**src/rtl/mem_port_arb.sv**
```systemverilog
// Arbitrates fetch and data requesters onto one shared memory port, with data priority.
// Optional fetch starvation guard is compiled in with `define MEM_PORT_ARB_STARVE_GUARD_EN.
module mem_port_arb #(
  parameter int STARVE_LIMIT = 4
) (
  input  logic        clk,
  input  logic        nrst,
  input  logic        if_req,
  input  logic [31:0] if_addr,
  output logic        if_ack,
  output logic [31:0] if_rdata,
  input  logic        d_req,
  input  logic [31:0] d_addr,
  input  logic [31:0] d_wdata,
  input  logic        d_we,
  input  logic [3:0]  d_be,
  output logic        d_ack,
  output logic [31:0] d_rdata,
  output logic        mem_req,
  output logic [31:0] mem_addr,
  output logic [31:0] mem_wdata,
  output logic        mem_we,
  output logic [3:0]  mem_be,
  input  logic [31:0] mem_rdata,
  input  logic        mem_ready,
  output logic        if_stall,
  output logic        d_stall
);

  typedef enum logic [1:0] {IDLE, IF_BUSY, D_BUSY} state_e;

  state_e      state_q;
  logic        mem_req_q;
  logic [31:0] mem_addr_q;
  logic [31:0] mem_wdata_q;
  logic        mem_we_q;
  logic [3:0]  mem_be_q;
  logic        pick_d;
  logic        pick_if;

`ifdef MEM_PORT_ARB_STARVE_GUARD_EN
  localparam int CW = (STARVE_LIMIT > 7) ? $clog2(STARVE_LIMIT + 1) : 3;
  localparam logic [CW-1:0] LIMIT = CW'(STARVE_LIMIT);

  logic [CW-1:0] starve_q;
  logic [CW-1:0] starve_d;
  logic          starved;

  assign starved = if_req && (starve_q == LIMIT);

  always_comb begin
    pick_d  = d_req && !starved;
    pick_if = if_req && !pick_d;
  end

  // Counts data grants taken while a fetch waits; any gap in if_req resets it.
  always_comb begin
    starve_d = starve_q;
    if (!if_req)
      starve_d = '0;
    else if (state_q == IDLE && pick_if)
      starve_d = '0;
    else if (state_q == IDLE && pick_d)
      starve_d = starve_q + CW'(1);
  end

  always_ff @(posedge clk or negedge nrst) begin
    if (!nrst) starve_q <= '0;
    else       starve_q <= starve_d;
  end
`else
  always_comb begin
    pick_d  = d_req;
    pick_if = if_req && !d_req;
  end
`endif

  always_ff @(posedge clk or negedge nrst) begin
    if (!nrst) begin
      state_q     <= IDLE;
      mem_req_q   <= 1'b0;
      mem_addr_q  <= '0;
      mem_wdata_q <= '0;
      mem_we_q    <= 1'b0;
      mem_be_q    <= '0;
    end else begin
      case (state_q)
        IDLE: begin
          if (pick_d) begin
            state_q     <= D_BUSY;
            mem_req_q   <= 1'b1;
            mem_addr_q  <= d_addr;
            mem_wdata_q <= d_wdata;
            mem_we_q    <= d_we;
            mem_be_q    <= d_be;
          end else if (pick_if) begin
            state_q     <= IF_BUSY;
            mem_req_q   <= 1'b1;
            mem_addr_q  <= if_addr;
            mem_wdata_q <= '0;
            mem_we_q    <= 1'b0;
            mem_be_q    <= 4'hF;
          end
        end
        // Returning to IDLE forces one dead cycle, so a still-high requester waits.
        IF_BUSY, D_BUSY: begin
          if (mem_ready) begin
            state_q   <= IDLE;
            mem_req_q <= 1'b0;
          end
        end
        default: begin
          state_q   <= IDLE;
          mem_req_q <= 1'b0;
        end
      endcase
    end
  end

  assign if_ack    = mem_ready && (state_q == IF_BUSY);
  assign d_ack     = mem_ready && (state_q == D_BUSY);
  assign if_rdata  = if_ack ? mem_rdata : '0;
  assign d_rdata   = d_ack  ? mem_rdata : '0;
  assign if_stall  = if_req && !if_ack;
  assign d_stall   = d_req  && !d_ack;

  assign mem_req   = mem_req_q;
  assign mem_addr  = mem_addr_q;
  assign mem_wdata = mem_wdata_q;
  assign mem_we    = mem_we_q;
  assign mem_be    = mem_be_q;

endmodule
```
**config.mk**
```make
export PLATFORM = sky130hd
export DESIGN_NAME = mem_port_arb
export DESIGN_NICKNAME = d
export VERILOG_FILES = /design/src/rtl/mem_port_arb.sv
export SDC_FILE = /design/constraint.sdc
export NUM_CORES = 1
export LEC_CHECK = 0
export CAP_MARGIN = 20
export CORE_AREA = 3 3 106 108
export DETAILED_ROUTE_END_ITERATION = 8
export DIE_AREA = 0 0 109 111
export PLACE_DENSITY = 0.85
export SYNTH_ARGS = -nofsm -noshare
export SYNTH_HDL_FRONTEND = slang
export SYNTH_SLANG_ARGS = --single-unit
```
**constraint.sdc**
```tcl
create_clock -name clk -period 3.95 [get_ports clk]
set_input_delay 0.5925 -clock clk [delete_from_list [all_inputs] [get_ports clk]]
set_output_delay 0.5925 -clock clk [all_outputs]
set_load 0.005 [all_outputs]
```
# Word level (Yosys, flattened, before mapping)
# Index checks and enable logic that the tools add are counted.
# W data, S select, Z words.
# totals
register_bits,72
inputBits,138
# op_classes
n_eq_ne,4
reduce_logical,13
muxes,18
# op_table
op,n
$mux W32,6
$mux W4,2
$mux W2,3
$logic_and A1 B1 Y1,5
$mux W1,5
$pmux W2 S2,1
$reduce_and A2 Y1,2
$logic_not A1 Y1,3
$ne A3 B3 Y1 const B,1
$eq A2 B1 Y1 const B,1
$eq A2 B2 Y1 const B,1
$logic_not A2 Y1,1
$ne A2 B2 Y1 const B,1
$pmux W1 S2,1
$reduce_bool A2 Y1,1
$reduce_or A2 Y1,1

# Depth between registers and ports, before layout
# depth
word_depth,5
depth_mapped,7
mapped_depth_nobuf,5

# Least setup slack after synthesis
# OpenSTA, ideal clock, no wires.
# synth_timing
path_kind,input -> output
startpoint,in mem_ready
endpoint,out d_rdata[10]
n_path_buf,2
stages,3
setup_slack_ps,2238
t_arrival_ps,1119
required_ps,3357
path_cell_list,buf_2 -> clkbuf_1 -> and3_1
# synth_between
elab_chain_cells,2
# synth_lines
item,line_no,text
"start, declared",25,"input logic mem_ready,"
$logic_and A1 B1 Y1,121,assign d_ack = mem_ready && (state_q == D_BUSY);
$mux W32,123,assign d_rdata = d_ack ? mem_rdata : '0;
"end, declared",18,"output logic [31:0] d_rdata,"
# No other way between the ends.

# Final worst setup path
# layout_timing
startpoint,in mem_ready
endpoint,out d_rdata[7]
# The elaborated chain is that of the path after synthesis.

==> results_dict.tcl <==
set metrics [dict create \
    comb_power_share_pct 52.2 \
    firstDrtPassIters 4 \
    synthesis.area_per_instance_um2 10.62 \
    irDropWorstVdd_uv 372.9 \
    initial_detailed_routing_violation_count 164 \
    cts_hold_buf 0 \
    die_height_um 111 \
    p_leak_nw 2.944 \
    synthesis_warning_total 0 \
    globalplace.congestion 0.7826 \
    total_power_density_per_cell_area_nw_per_um2 598.5 \
    grt_pass1_wl_mm 18.60 \
    final-max-slew-violation-count 0 \
    hold_class "input port to asynchronous set/reset pin" \
    drive_gt1_share_pct 3.723 \
    r2r-end "mem_wdata[18]$_DFFE_PN0P_" \
    initial_antenna_violation_count 2 \
    seqPwrFrac_pct 33.4 \
    fin_skew_ns 0.008805 \
    share_clk_of_total_power_pct 14.4 \
    cts_root_buf "sky130_fd_sc_hd__clkbuf_8" \
    layout.filler_cells 824 \
    share_of_yosys_cell_area_claimed_by_the_top_area_cell_type_pct 51.89 \
    worst_setup_path_start_kind "input port" \
    postSynthRegisterBits 72 \
    vias 3526 \
    std_cell_rows 37 \
    clk_latency_ns 0.33 \
    grtUsageTotal_pct 19.53 \
    tritoncts "built" \
    power.net_switching_mw 1.272 \
    status "finished, final reports clean" \
    area_growth_syn_to_layout_pct 87.10 \
    post-route-period-util_pct 85.00 \
    core_region_area_um2 10320 \
    required_ns 3.36 \
    timing.rr.start "state_q[0]$_DFFE_PN0P_" \
    mapped_area_um2 3472 \
    worstMarginPinSlew_ns 0.9421 \
    globalRouteOverflowTotal 0 \
    synth.net_count 469 \
    clock_sinks 72 \
    slew_headroom_pct 37.00 \
    kind_of_end_point_of_the_critical_path "primary output" \
    die_width_um 109 \
    grt_start_max_net_pins 98 \
    io_pins 276 \
    finalHoldViolations 0 \
    grt_pass1_vias 3658 \
    synth_largest_area_cell "sky130_fd_sc_hd__dfrtp_1" \
    drc 0 \
    final_cell_count_no_fill 729 \
    rr_worst_depth 5 \
    net_switching_share_of_the_total_power_pct 32.71 \
    total_die_area_um2 12100 \
    dp_hpwl_mm 9.888 \
    clk_path_buf_depth 2 \
    avgRoutedWirePerCell_um 16.84 \
    cp_data_arrival_time_ns 2.77 \
    route.detailed.vias_per_inst 4.837 \
    rsz0062_at_grt "false" \
    total_negative_slack_ns 0 \
    clkTransAtPathRegs_ns 0.08 \
    h-tree-depth 3 \
    p_int_mw 2.616 \
    synthesis.instances 327 \
    final_period_minus_worst_setup_slack_ns 3.358 \
    max_cap_viols 0 \
    critical_path.max_fanout 43 \
    initial_util_pct 33.63 \
    synth_sequential_area_ratio_pct 51.89 \
    detail-route-antenna-nets 0 \
    netlist-cell-type-count 24 \
    path_class "input port to primary output" \
    fmax_mhz 297.8 \
    port_buffers 275 \
    post-cts-setup-buffer-count 0 \
    report.final.setup_viol 0 \
    numCtsBuffers 9 \
    final_stage_net_count 729 \
    post_synth_main_area_contributors "sky130_fd_sc_hd__dfrtp_1, sky130_fd_sc_hd__and3_1, sky130_fd_sc_hd__mux2i_1" \
    register_to_register_setup_slack_ns 2.35 \
    post_cts_resize_count 0 \
    route.final.wire_length_mm 12.28 \
    placed_cells 711 \
]
Yosys cell counts:
master / number
sky130_fd_sc_hd__a21oi_1: 1
sky130_fd_sc_hd__a22o_1: 33
sky130_fd_sc_hd__a31oi_1: 1
sky130_fd_sc_hd__and2_1: 3
sky130_fd_sc_hd__and3_1: 64
sky130_fd_sc_hd__and3b_1: 1
sky130_fd_sc_hd__buf_2: 9
sky130_fd_sc_hd__buf_4: 8
sky130_fd_sc_hd__clkbuf_1: 14
sky130_fd_sc_hd__dfrtp_1: 72
sky130_fd_sc_hd__ha_1: 4
sky130_fd_sc_hd__inv_1: 2
sky130_fd_sc_hd__mux2_1: 1
sky130_fd_sc_hd__mux2i_1: 32
sky130_fd_sc_hd__nand2_1: 35
sky130_fd_sc_hd__nand2b_1: 2
sky130_fd_sc_hd__nand3_1: 1
sky130_fd_sc_hd__nor2_1: 1
sky130_fd_sc_hd__nor2b_1: 4
sky130_fd_sc_hd__o211ai_1: 1
sky130_fd_sc_hd__o21ai_1: 32
sky130_fd_sc_hd__o21ai_2: 1
sky130_fd_sc_hd__o22a_1: 4
sky130_fd_sc_hd__o22ai_1: 1
final cells by class:
class	count	area [um^2]	area share, %
Antenna cell	2	5.005	0.07704
Clock buffer	10	127.6	1.965
Clock inverter	5	58.81	0.9052
Inverter	2	7.507	0.1156
Multi-Input combinational cell	222	1513	23.29
Sequential cell	72	1802	27.74
Tap cell	136	170.2	2.619
Timing Repair Buffer	280	2813	43.30
flip-flops by register name, indices dropped and copies added, names as in the netlist:
| name | cells |
|---|---|
| mem_addr | 32 |
| mem_we | 1 |
| state_q | 2 |
| mem_req | 1 |
| mem_wdata | 32 |
| mem_be | 4 |
how the worst max path moves through the flow:
stage | end | slack [ns] | start
after floorplan | d_rdata[10] | 2.24 | mem_ready
after global placement | d_rdata[8] | 0.75 | mem_ready
after detailed placement | d_rdata[7] | 0.65 | mem_ready
after CTS | d_rdata[7] | 0.65 | mem_ready
after global routing | d_rdata[7] | 0.44 | mem_ready
final | d_rdata[7] | 0.59 | mem_ready
cell families after synthesis:
kind of cell / synth area share [%]
AND/OR/NAND/NOR: 17.44
adder cells (fa/ha/maj): 1.441
multiplexers: 9.550
flip-flops: 51.89
AO/OA/AOI/OAI: 14.92
buffers and inverters: 4.757
stage by stage:
step                power, mW  worst slack, ns  area (um^2)  hold slack [ns]  utilization [%]
floorplan               2.119            2.238         3472           0.2969                -
global placement        3.274           0.7505         6277           0.4688            60.80
detailed placement      3.346           0.6525         6277           0.4751            60.80
CTS                     3.924           0.6500         6464           0.3241            62.61
global route            4.168           0.4386         6496           0.3497            62.93
finish                  3.888           0.5924         6496           0.3084            62.93
layer usage:
layer	GRT usage [%]	vias to the layer above	wire (um)	share of wire [%]
met5	0	-	0	0
met4	7.492	0	307	2.5
met3	6.348	17	1256	10
met2	35.95	176	6477	53
met1	19.97	1636	4239	35
li1	-	1697	-	-
layout by cell type, fill, tap and decap left out, drive strengths merged:
cell type,synthesis,final
clkdlybuf4s50,0,273
dfrtp,72,72
and3,64,64
nand2,35,35
a22o,33,33
o21ai,33,33
mux2i,32,32
clkbuf,14,10
buf,17,7
nor2b,4,4
o22a,4,4
ha,4,4
and2,3,3
diode,0,2
inv,2,2
nand2b,2,2
clkinvlp,0,2
clkinv,0,2
nor2,1,1
nand3,1,1
o211ai,1,1
a21oi,1,1
mux2,1,1
and3b,1,1
a31oi,1,1
o22ai,1,1
bufinv,0,1
worst max-delay path: stages:
cell and delay [ns]:
sky130_fd_sc_hd__clkdlybuf4s50_1 1.09, sky130_fd_sc_hd__buf_4 0.36, sky130_fd_sc_hd__and3_1 0.21, sky130_fd_sc_hd__clkdlybuf4s50_1 0.51
power groups by stage:
stage	Sequential (mW)	Combinational [mW]	Clock, mW
3_5_place_dp	1.31	2.04	0
3_3_place_gp	1.29	1.98	0
4_1_cts	1.30	2.04	0.581
2_1_floorplan	1.32	0.799	0
5_1_grt	1.35	2.21	0.611
6_report	1.30	2.03	0.561
Power figures use the tool's default switching activity.
